[src/rtl/divider.sv]
// -----------------------------------------------------------------------------
// Module  : divider
// Purpose : Sequential restoring divider. It divides a 2W-bit dividend by a
//           W-bit divisor and produces one quotient bit per clock. Divide by
//           zero and quotient overflow skip the iteration and raise err.
// Option  : DIVIDER_STICKY_DONE_EN keeps done high until the next accepted start.
// Revision: 1.0 - initial release
// -----------------------------------------------------------------------------
`timescale 1ns/1ps
`default_nettype none

module divider #(
   parameter int DATAWIDTH = 14
) (
   input  logic                     clk,
   input  logic                     rst_n,
   input  logic                     start,
   input  logic [2*DATAWIDTH-1:0]   dividend,
   input  logic [DATAWIDTH-1:0]     divisor,
   output logic                     busy,
   output logic                     done,
   output logic [DATAWIDTH-1:0]     quotient,
   output logic [DATAWIDTH-1:0]     remainder,
   output logic                     err
);

   localparam int W  = DATAWIDTH;
   localparam int CW = (W > 1) ? $clog2(W) : 1;

   typedef enum logic [1:0] {
      IDLE = 2'd0,
      RUN  = 2'd1,
      DONE = 2'd2
   } state_t;

   state_t        state_q, state_d;
   logic [CW-1:0] cnt_q, cnt_d;
   logic [W-1:0]  prem_q, prem_d;
   logic [W-1:0]  low_q, low_d;
   logic [W-1:0]  dvs_q, dvs_d;
   logic [W-1:0]  quo_q, quo_d;
   logic [W-1:0]  quotient_q, quotient_d;
   logic [W-1:0]  remainder_q, remainder_d;
   logic          busy_q, busy_d;
   logic          done_q, done_d;
   logic          err_q, err_d;

   logic          accept;
   logic          bad_op;
   logic [W:0]    shifted;
   logic          ge;
   logic [W-1:0]  diff;
   logic [W-1:0]  prem_next;
   logic [W-1:0]  quo_next;

   assign accept  = start && (state_q != RUN);
   // A high half at or above the divisor cannot give a W-bit quotient.
   assign bad_op  = (divisor == '0) || (dividend[2*W-1:W] >= divisor);

   assign shifted   = {prem_q, low_q[W-1]};
   assign ge        = (shifted >= {1'b0, dvs_q});
   assign diff      = shifted[W-1:0] - dvs_q;
   assign prem_next = ge ? diff : shifted[W-1:0];
   assign quo_next  = {quo_q[W-2:0], ge};

   always_comb begin
      state_d     = state_q;
      cnt_d       = cnt_q;
      prem_d      = prem_q;
      low_d       = low_q;
      dvs_d       = dvs_q;
      quo_d       = quo_q;
      quotient_d  = quotient_q;
      remainder_d = remainder_q;
      busy_d      = busy_q;
      err_d       = err_q;
`ifdef DIVIDER_STICKY_DONE_EN
      done_d      = done_q;
`else
      done_d      = 1'b0;
`endif
      case (state_q)
         RUN: begin
            prem_d = prem_next;
            quo_d  = quo_next;
            low_d  = {low_q[W-2:0], 1'b0};
            cnt_d  = cnt_q + 1'b1;
            if (cnt_q == CW'(W - 1)) begin
               state_d     = DONE;
               cnt_d       = '0;
               busy_d      = 1'b0;
               done_d      = 1'b1;
               err_d       = 1'b0;
               quotient_d  = quo_next;
               remainder_d = prem_next;
            end
         end
         default: begin
            state_d = IDLE;
            if (accept) begin
               done_d = 1'b0;
               if (bad_op) begin
                  state_d     = DONE;
                  done_d      = 1'b1;
                  err_d       = 1'b1;
                  quotient_d  = '1;
                  remainder_d = '0;
               end else begin
                  state_d = RUN;
                  busy_d  = 1'b1;
                  prem_d  = dividend[2*W-1:W];
                  low_d   = dividend[W-1:0];
                  dvs_d   = divisor;
                  quo_d   = '0;
                  cnt_d   = '0;
               end
            end
         end
      endcase
   end

   always_ff @(posedge clk or negedge rst_n) begin
      if (!rst_n) begin
         state_q     <= IDLE;
         cnt_q       <= '0;
         prem_q      <= '0;
         low_q       <= '0;
         dvs_q       <= '0;
         quo_q       <= '0;
         quotient_q  <= '0;
         remainder_q <= '0;
         busy_q      <= 1'b0;
         done_q      <= 1'b0;
         err_q       <= 1'b0;
      end else begin
         state_q     <= state_d;
         cnt_q       <= cnt_d;
         prem_q      <= prem_d;
         low_q       <= low_d;
         dvs_q       <= dvs_d;
         quo_q       <= quo_d;
         quotient_q  <= quotient_d;
         remainder_q <= remainder_d;
         busy_q      <= busy_d;
         done_q      <= done_d;
         err_q       <= err_d;
      end
   end

   assign busy      = busy_q;
   assign done      = done_q;
   assign err       = err_q;
   assign quotient  = quotient_q;
   assign remainder = remainder_q;

endmodule

`default_nettype wire

[config.mk]
export PLATFORM = sky130hd
export DESIGN_NAME = divider
export DESIGN_NICKNAME = d
export VERILOG_FILES = /design/src/rtl/divider.sv
export SDC_FILE = /design/constraint.sdc
export NUM_CORES = 1
export LEC_CHECK = 0
export BUFFER_PORTS_ARGS = -buffer_cell sky130_fd_sc_hd__buf_2
export CAP_MARGIN = 10
export CORE_MARGIN = 8
export CORE_UTILIZATION = 49
export DETAILED_ROUTE_END_ITERATION = 16
export PLACE_DENSITY = 0.79
export SLEW_MARGIN = 10
export SYNTH_ARGS = -nofsm -noshare
export SYNTH_HDL_FRONTEND = slang
export SYNTH_SLANG_ARGS = --single-unit
export TNS_END_PERCENT = 30
[constraint.sdc]
create_clock -name clk -period 3.86 [get_ports clk]
set_input_delay 0.772 -clock clk [delete_from_list [all_inputs] [get_ports clk]]
set_output_delay 0.772 -clock clk [all_outputs]
set_load 0.01 [all_outputs]
==> out/qor.csv <==
metric;value;unit
status;finished clean;
Layout Skew;0.0117;ns
Mapped Avg Cell Area;9.73;um^2
post-CTS setup buffer count;0;
die area;13700;um^2
post-CTS sizing;0;
Seq cells post-synth;92;
Critical Path End Type;flop;
first-pass GRT wire length;20400;um
most frequent cells in the layout;dfrtp_1 (92), buf_2 (74), nand2_1 (71), nor2_1 (42), inv_1 (35);
pin count of the biggest net entering global routing;57;
Initial Utilization;49.4;%
hpwl dp;9430;um
worst path cell trace;buf_2 > inv_1 > ha_1 > nand2_1 > nor2_1 > a31oi_1 > a211oi_1 > or3_1 > buf_4 > nor2_1 > a21oi_1;
clk buf depth;2;
r2r endpoint;remainder[8]$_DFFE_PN0P_;
syn nets;588;
cts-stage hold buffer count;0;
CP startpoint kind;input pin;
r2r startpoint;prem_q[5]$_DFFE_PN0P_;
unrepaired setup endpoints after global routing;false;
Worst R2R Path Depth;8;
hold crit path type;input pin to async pin;
drt first pass iters;5;
gr ovfl total;0;
post-synthesis sequential area ratio;46.2;%
post-layout min period;3.04;ns
IO Pins;76;
Peak VDD IR;0.000416;V
nets;656;
clock root buffer;clkbuf_8;
critical path's top delay family;simple AND/OR/NAND/NOR gates;
Die Y;117;um
clock sink total;92;
CP Capture Point;remainder[4]$_DFFE_PN0P_;
htree depth;3;
Power Density;952;nW/um^2
Placement Rows;37;
pre-CTS WS;0.462;ns
vias in the first global route;4222;
asr flop ratio synth;100;%
Crit-path slowest cell;or3_1;
Clk Latency, worst-skew pair;0.37;ns
Final period util;78.7;%
Post-Place Cells;705;
Post-route DRC;0;
worst rel slew slack;32.7;%
CP Class;input pin to flop;
Tot Pwr;5.37;mW
Post-synth EDFFs;0;
CTS tree;yes;
final wirelength;12500;um
final worst slack;0.821;ns
post-route ant nets;0;
Routed wire per std cell;17.3;um
Crit path required time;4.15;ns
DR vias;4086;
worst-path maximum fanout;28;
Reg clk slew, reported paths;0.10;ns
GRT Util Overall;18.9;%
PortBufs;75;
share of cells above drive strength 1;20.9;%
cts bufs inserted;9;
crit-path most repeated cell;nor2_1;
Mapped Cells;512;
Distinct cells, synth;57;
flop2flop setup slack;0.93;ns
max-cap violations;0;
Worst Setup SP;divisor[9];
Bufs and invs on worst path;3;
DRT iter0 DRCs;228;
Die Wd;117;um
endpoints failing hold;0;
Worst EP arrival;3.33;ns
ys flop type;dfrtp_1;
CP max stage delay;0.82;ns
Setup violations, final;0;
fin cells;721;
Area growth syn-to-layout;13.2;%
Levels on crit path;11;
initial antenna violation count;1;
worst-margin pin slew;1.01;ns
fin. max-slew vios;0;
commonest non-fill, non-tap cell in the layout;dfrtp_1;
Peak Freq;0.329;GHz
Vias/cell;5.67;
CORE AREA;10100;um^2
Syn Std Cell Area;4980;um^2
Final TNS setup;0;ns
Leakage;2.63;nW
GP Congestion;0.977;
Antenna Cells;0;
YS warnings;0;
sequential cells by signal, indices dropped and copies added, names as in the netlist:
| signal | cells |
|---|---|
| busy | 1 |
| cnt_q | 4 |
| done | 1 |
| dvs_q | 14 |
| err | 1 |
| low_q | 14 |
| prem_q | 14 |
| quo_q | 13 |
| quotient | 14 |
| remainder | 14 |
| state_q | 2 |
cell type report:
cell class	instances	area, um^2
Clock buffer	10	138
Multi-Input combinational cell	356	2370
Inverter	35	131
Clock inverter	6	75.1
Timing Repair Buffer	86	460
Sequential cell	92	2300
Fill cell	926	4450
Tap cell	136	170
per-layer routing:
layer / vias to the layer above / share of wire, % / GRT usage, %
met4: 2 / 1.5 / 4.95
met2: 148 / 47 / 31.5
met3: 20 / 8.0 / 5.75
met5: - / 0.10 / 0
met1: 1978 / 43 / 23.5
li1: 1938 / - / -
power breakdown:
group	internal (mW)	leakage, nW	switching [mW]	total, mW
logic	1.20	1.44	1.78	2.98
registers	1.42	1.08	0.272	1.69
clock network	0.329	0.106	0.370	0.699
total	2.95	2.63	2.42	5.37
worst min-delay path by stage:
stage                                     from                    end  slack [ns]  depth (start not counted)
after floorplan           low_q[9]$_DFFE_PN0P_  low_q[10]$_DFFE_PN0P_        0.45                          2
after global placement    low_q[8]$_DFFE_PN0P_   low_q[9]$_DFFE_PN0P_        0.46                          2
after detailed placement  low_q[1]$_DFFE_PN0P_   low_q[2]$_DFFE_PN0P_        0.47                          2
after CTS                                rst_n   quo_q[6]$_DFFE_PN0P_        0.16                          1
after global routing                     rst_n   quo_q[6]$_DFFE_PN0P_        0.15                          1
final                                    rst_n   quo_q[6]$_DFFE_PN0P_        0.17                          1
cells by family (layout without fill, tap and decap cells):
| family | after synthesis | after routing | share of synthesized area (%) |
|---|---|---|---|
| compound gates | 143 | 143 | 19.6 |
| xor+xnor | 9 | 9 | 1.58 |
| fa+ha+maj | 31 | 31 | 7.93 |
| buf+inv | 64 | 137 | 6.38 |
| flops | 92 | 92 | 46.2 |
| mux | 27 | 27 | 5.45 |
| simple gates | 146 | 146 | 12.9 |
cells in the mapped netlist (all sizes together), types with 2 or more instances:
library cell,n,area (um^2)
nand3,10,55.1
o21a,5,37.5
o21bai,3,33.8
xor2,4,35.0
a211o,5,45.0
a22oi,11,97.6
nand4,5,37.5
a211oi,2,15.0
nand2b,3,18.8
inv,35,131
o2111ai,3,26.3
ha,30,375
or3,4,25.0
mux2i,26,260
a21oi,31,166
buf,17,140
dfrtp,92,2300
o21ai,34,170
a21o,4,32.5
a41oi,4,35.0
xnor2,5,43.8
a31oi,20,131
o22a,13,114
nor4,4,31.3
a22o,2,17.5
nor2,43,164
nand2,71,267
clkbuf,12,46.3
per-stage QoR:
step,hold WS (ns),cell area [um^2],utilization (%)
after floorplan,0.449,4980,-
after global placement,0.461,5430,53.8
after detailed placement,0.474,5430,53.8
after CTS,0.158,5640,55.9
after global routing,0.153,5640,55.9
final,0.173,5640,55.9
Power figures use the tool's default switching activity.
